## config.mk

```make
export PLATFORM = sky130hd
export DESIGN_NAME = pb_varint_encoder_flat
export DESIGN_NICKNAME = d
export VERILOG_FILES = /design/src/rtl/pb_varint_encoder_if.sv /design/src/rtl/pb_varint_encoder.sv /design/src/flat_wrapper.sv
export SDC_FILE = /design/constraint.sdc
export NUM_CORES = 1
export LEC_CHECK = 0
export ABC_AREA = 1
export CELL_PAD_IN_SITES_DETAIL_PLACEMENT = 1
export CELL_PAD_IN_SITES_GLOBAL_PLACEMENT = 1
export CORE_ASPECT_RATIO = 2
export CORE_MARGIN = 1
export CORE_UTILIZATION = 30
export DETAILED_ROUTE_END_ITERATION = 7
export MAX_ROUTING_LAYER = met4
export PLACE_DENSITY_LB_ADDON = 0.1
export SLEW_MARGIN = 20
export SYNTH_ARGS = -nofsm -noshare
export SYNTH_HDL_FRONTEND = slang
export SYNTH_SLANG_ARGS = --single-unit
export TNS_END_PERCENT = 20
```

## constraint.sdc

```tcl
create_clock -name clk -period 3.65 [get_ports clk]
set_input_delay 0.73 -clock clk [delete_from_list [all_inputs] [get_ports clk]]
set_output_delay 0.73 -clock clk [all_outputs]
set_load 0.01 [all_outputs]
```

## src/rtl/pb_varint_encoder_if.sv

```systemverilog
// Handshake bundle between a value producer / byte consumer and the varint encoder.
// The master side offers values and accepts bytes; the encoder sits on the slave side.
interface pb_varint_encoder_if #(
    parameter int DATA_W = 64
);
    logic              in_valid;
    logic              in_ready;
    logic [DATA_W-1:0] in_data;
    logic              in_zigzag;
    logic              out_valid;
    logic              out_ready;
    logic [7:0]        out_byte;
    logic              out_last;
    logic [3:0]        out_idx;

    modport master (
        output in_valid, in_data, in_zigzag, out_ready,
        input  in_ready, out_valid, out_byte, out_last, out_idx
    );

    modport slave (
        input  in_valid, in_data, in_zigzag, out_ready,
        output in_ready, out_valid, out_byte, out_last, out_idx
    );
endinterface

```

## src/rtl/pb_varint_encoder.sv

```systemverilog
// Protobuf base-128 varint serialiser: one value in, LSB-first 7-bit groups out,
// one byte per cycle, bit7 set on every byte except the last.
module pb_varint_encoder #(
    parameter int DATA_W    = 64,
    parameter bit ZIGZAG_EN = 1'b1
) (
    input  logic                 clk,
    input  logic                 rst,
    pb_varint_encoder_if.slave   bus
);
    localparam int         MAX_BYTES = (DATA_W + 6) / 7;
    localparam logic [3:0] LAST_IDX  = 4'(MAX_BYTES - 1);

    typedef enum logic {IDLE, EMIT} state_t;

    state_t            state_reg, state_next;
    logic [DATA_W-1:0] shreg_reg, shreg_next;
    logic [3:0]        idx_reg, idx_next;
    logic [DATA_W-1:0] zz_data;
    logic [DATA_W-1:0] load_data;
    logic              cont;
    logic              out_valid;
    logic              out_hs;
    logic              done;
    logic              in_ready;
    logic              accept;

    // ZigZag: (x << 1) ^ (x >>> DATA_W-1), built bit by bit.
    genvar gi;
    generate
        for (gi = 0; gi < DATA_W; gi++) begin : g_zz
            if (gi == 0) begin : g_lsb
                assign zz_data[gi] = bus.in_data[DATA_W-1];
            end else begin : g_bit
                assign zz_data[gi] = bus.in_data[gi-1] ^ bus.in_data[DATA_W-1];
            end
        end
    endgenerate

    assign load_data = (ZIGZAG_EN && bus.in_zigzag) ? zz_data : bus.in_data;

    // Continuation is simply "anything left above the current 7-bit group".
    assign cont      = |shreg_reg[DATA_W-1:7];
    assign out_valid = (state_reg == EMIT);
    assign out_hs    = out_valid & bus.out_ready;
    assign done      = out_hs & ~cont;
    assign in_ready  = ~rst & ((state_reg == IDLE) | done);
    assign accept    = bus.in_valid & in_ready;

    assign bus.in_ready  = in_ready;
    assign bus.out_valid = out_valid;
    assign bus.out_byte  = {cont, shreg_reg[6:0]};
    assign bus.out_last  = out_valid & ~cont;
    assign bus.out_idx   = idx_reg;

    always_comb begin
        state_next = state_reg;
        shreg_next = shreg_reg;
        idx_next   = idx_reg;

        case (state_reg)
            IDLE:    if (accept) state_next = EMIT;
            EMIT:    if (done && !accept) state_next = IDLE;
            default: state_next = IDLE;
        endcase

        // accept only happens in EMIT on the final byte, so it never collides with a shift
        if (accept) begin
            shreg_next = load_data;
            idx_next   = '0;
        end else if (out_hs && cont) begin
            shreg_next = shreg_reg >> 7;
            idx_next   = (idx_reg == LAST_IDX) ? idx_reg : idx_reg + 4'd1;
        end
    end

    always_ff @(posedge clk) begin
        if (rst) begin
            state_reg <= IDLE;
            shreg_reg <= '0;
            idx_reg   <= '0;
        end else begin
            state_reg <= state_next;
            shreg_reg <= shreg_next;
            idx_reg   <= idx_next;
        end
    end
endmodule

```

## src/flat_wrapper.sv

```systemverilog
// flat-port wrapper written by rule: the top's interface ports become plain ports
module pb_varint_encoder_flat 
#(
    parameter int DATA_W    = 64,
    parameter bit ZIGZAG_EN = 1'b1
)
  (clk, rst, bus_in_valid, bus_in_data, bus_in_zigzag, bus_out_ready, bus_in_ready, bus_out_valid, bus_out_byte, bus_out_last, bus_out_idx);
  pb_varint_encoder_if #(.DATA_W(DATA_W)) bus_i ();
  input  logic clk;
  input  logic rst;
  input wire logic [$bits(bus_i.in_valid)-1:0] bus_in_valid;
  input wire logic [$bits(bus_i.in_data)-1:0] bus_in_data;
  input wire logic [$bits(bus_i.in_zigzag)-1:0] bus_in_zigzag;
  input wire logic [$bits(bus_i.out_ready)-1:0] bus_out_ready;
  output wire logic [$bits(bus_i.in_ready)-1:0] bus_in_ready;
  output wire logic [$bits(bus_i.out_valid)-1:0] bus_out_valid;
  output wire logic [$bits(bus_i.out_byte)-1:0] bus_out_byte;
  output wire logic [$bits(bus_i.out_last)-1:0] bus_out_last;
  output wire logic [$bits(bus_i.out_idx)-1:0] bus_out_idx;
  assign bus_i.in_valid = bus_in_valid;
  assign bus_i.in_data = bus_in_data;
  assign bus_i.in_zigzag = bus_in_zigzag;
  assign bus_i.out_ready = bus_out_ready;
  assign bus_in_ready = bus_i.in_ready;
  assign bus_out_valid = bus_i.out_valid;
  assign bus_out_byte = bus_i.out_byte;
  assign bus_out_last = bus_i.out_last;
  assign bus_out_idx = bus_i.out_idx;
  pb_varint_encoder #(.DATA_W(DATA_W), .ZIGZAG_EN(ZIGZAG_EN)) u_core (.clk(clk), .rst(rst), .bus(bus_i));
endmodule
```

==> flow_summary.yaml, run 1 <==
status:
  status: "finished clean"
critical_path:
  worstPathMaxFanout: 8
  r2r_cells: 11
  worstPathRequired_ns: 2.92
  cp.arrival_ns: 2.47
  timing.rr.start: "u_core.shreg_reg[11]$_SDFFE_PP0P_"
  rr_endpoint: "u_core.shreg_reg[22]$_SDFFE_PP0P_"
  path_class: "reg2out"
  reg2reg_setup_slack_ns: 1.15
  endpoint_kind: "output pin"
  cp-start-kind: "register"
power_and_ir_drop:
  combPwrFrac: 0.231
  pwr-share-clk: 0.409
  pwr-share-seq: 0.360
  ir_worst_vdd_uv: 166
  power_density_nw_per_um2: 379
  netSwitchingFraction: 0.288
  internal-power_uw: 1670
  p_leak_uw: 0.00236
  switchingPower_uw: 674
logic_synthesis:
  netlist_instances: 805
  yosys_warnings: 0
  synth_area_per_cell_um2: 6.27
  synth-edff-count: 0
  synth.distinct_cells: 27
  yosysSeqAreaShare: 0.274
  synth_nets: 876
  synthArstFlopShare: 0
  synth_ff_type: "dfxtp_1"
  syn-cell-area_um2: 5050
  yosys_register_bits: 69
route:
  avgRoutedWirePerCell_um: 16.2
  drtPass1Iterations: 4
  via_count: 5467
  vias_per_cell: 5.29
  routed_wl_um: 16700
  remaining_drc_errors: 0
  ant_nets: 0
  initialDrtViolationCount: 214
sta:
  hold_slack_ns: 0.486
  fin_tns_setup_ns: 0
  finalHoldViolations: 0
  setup_viol: 0
  max_freq_ghz: 0.313
  worstMarginPinSlew_ns: 0.853
  slew_violations: 0
  final.min_clock_period_ns: 3.20
  rsz0062_at_grt: "no"
  slew_headroom: 0.432
  finalCritPeriodShare: 0.876
  skew_ns: 0.00786
grt:
  track_usage: 0.206
  grt_max_degree: 123
  gr-total-overflow: 0
  grt_first_pass_wirelength_um: 27500
  antenna_found_initial: 0
  grt_pass1_vias: 5657
floorplanning:
  core.rowCount: 66
  die-area_um2: 17400
  initial_utilization: 0.309
  die_x_um: 93.7
  io_pins: 84
  die_h_um: 185
  core_um2: 16400
place:
  dp_cells: 1018
  place_congestion: 0.792
  post-dp-hpwl_um: 11400
  place_area_um2: 5860
  numPortBuffers: 83
clock_network:
  clockRootBuffer: "clkbuf_16"
  cts_resized: 0
  cts_setup_buffers: 0
  cts.clk_slew.worst_paths_ns: 0.06
  cts-buffers-inserted: 9
  clk_latency_ns: 0.34
  cts_htree_levels: 3
  cts_num_sinks: 69
  ctsHoldBuffers: 0
  clockBufferDepth: 2
  cts_tree: "built"
finish:
  nFillCells: 2143
  final_core_util: 0.379
  largest_reg_flops: 64
  syn2layout_area_growth_pct: 22.6
  diodes: 0
  fin_nets: 896
  final_area_um2: 6190
  finalNonFillerCells: 1034
  drive_above_1_share: 0.0458
  ff_latch_area_um2: 1380
  multi_input_area_um2: 3220
min_path:
  hold_class: "reg2reg"
  min_to: "u_core.shreg_reg[3]$_SDFFE_PP0P_"
  whs_path_depth: 2
  hp-start: "u_core.shreg_reg[3]$_SDFFE_PP0P_"
run:
  max_cap_viol_count: 0
==> layout by cell type, fill, tap and decap left out, types with 3 or more instances in the layout <==
cell type	instances
clkdlybuf4s50_1	80
clkbuf_16	9
o21ai_0	8
nand3_1	131
inv_1	12
buf_4	9
dfxtp_1	69
buf_12	3
nand2_2	3
nor2_1	93
nor3_1	3
xnor2_1	56
nand4_1	57
a21oi_1	134
nand2_1	138
==> worst max path at each step <==
stage                                           start                                  to  slack (ns)  cells past startpoint
CTS                 u_core.shreg_reg[11]$_SDFFE_PP0P_                        bus_in_ready        0.39                      8
finish              u_core.shreg_reg[11]$_SDFFE_PP0P_                        bus_in_ready        0.45                      8
detailed placement                      bus_out_ready  u_core.bus.out_idx[3]$_SDFFE_PP0P_        0.56                      9
floorplan                               bus_out_ready                        bus_in_ready        1.61                      4
global route        u_core.shreg_reg[25]$_SDFFE_PP0P_                        bus_in_ready        0.29                      8
global placement                        bus_out_ready                        bus_in_ready        0.59                      6
==> logic make-up (layout without fill, tap and decap cells) <==
group	count (synthesis)	after routing	synth area share
flip-flops	69	69	0.274
buffers and inverters	101	126	0.0902
adder cells (fa/ha/maj)	2	2	0.00495
AND/OR/NAND/NOR	432	432	0.389
XOR/XNOR	57	57	0.0989
AO/OA/AOI/OAI	144	144	0.144
==> layout make-up <==
cell class              instances  area share
clock buffers                  12      0.0414
clock inverters                 4      0.0113
inverters                      15     0.00909
multi-input cells             635       0.521
flip-flops and latches         69       0.223
well taps                     204      0.0412
repair buffers                 95       0.153
==> per-layer routing <==
metal | vias up | global-route usage | part of all wire
met5 | - | - | 0
met4 | 0 | 0.0714 | 0.024
li1 | 2768 | - | -
met3 | 26 | 0.0229 | 0.020
met1 | 2598 | 0.209 | 0.40
met2 | 75 | 0.398 | 0.56
==> per-stage QoR <==
stage          total power [uW]  worst slack (ns)
2_1_floorplan              1210              1.61
3_3_place_gp               1390             0.591
3_5_place_dp               1410             0.560
4_1_cts                    2380             0.390
5_1_grt                    2470             0.289
6_report                   2350             0.453
==> critical path, cell delays in order, from the launching register on <==
cell and delay, ns:
dfxtp_1 0.32, nor2_1 0.11, nand2_1 0.07, nor2_1 0.19, nand2_1 0.09, nor2_1 0.23, nand3_1 0.17, a21oi_2 0.34
clkdlybuf4s50_1 0.60
==> cell usage after synthesis (2+ instances only) <==
library cell  count  area share
or2_2             2      0.0025
clkinv_1          2      0.0015
buf_6             2      0.0045
buf_1             7      0.0052
nand3_1         131        0.13
buf_4             9       0.013
xnor2_1          56       0.097
nor3b_1           2      0.0030
dfxtp_1          69        0.27
nor2_1           93       0.069
buf_2            22       0.022
o21ai_0           8      0.0079
nand4_1          57       0.071
ha_1              2      0.0050
a21oi_1         134        0.13
nand2_2           2      0.0025
clkbuf_1         46       0.034
inv_1            12      0.0089
nor3_1            3      0.0030
nand2_1         139        0.10
==> power groups by stage <==
| stage | clock [uW] | combinational (uW) | sequential, uW |
|---|---|---|---|
| finish | 960 | 542 | 843 |
| global route | 1010 | 611 | 850 |
| CTS | 984 | 551 | 844 |
| detailed placement | 0 | 548 | 860 |
| global placement | 0 | 536 | 858 |
| floorplan | 0 | 365 | 846 |
No activity file was read; power rests on OpenSTA's default activity.
==> inputs of run 2 (changes only) <==
--- a/config.mk
+++ b/config.mk
@@ -12,6 +12,7 @@
 export CORE_MARGIN = 1
 export CORE_UTILIZATION = 30
 export DETAILED_ROUTE_END_ITERATION = 7
+export GPL_ROUTABILITY_DRIVEN = 0
 export MAX_ROUTING_LAYER = met4
 export PLACE_DENSITY_LB_ADDON = 0.1
 export SLEW_MARGIN = 20
==> results of run 2 <==
Final layout, timing and power as in run 1 (identical DEF).
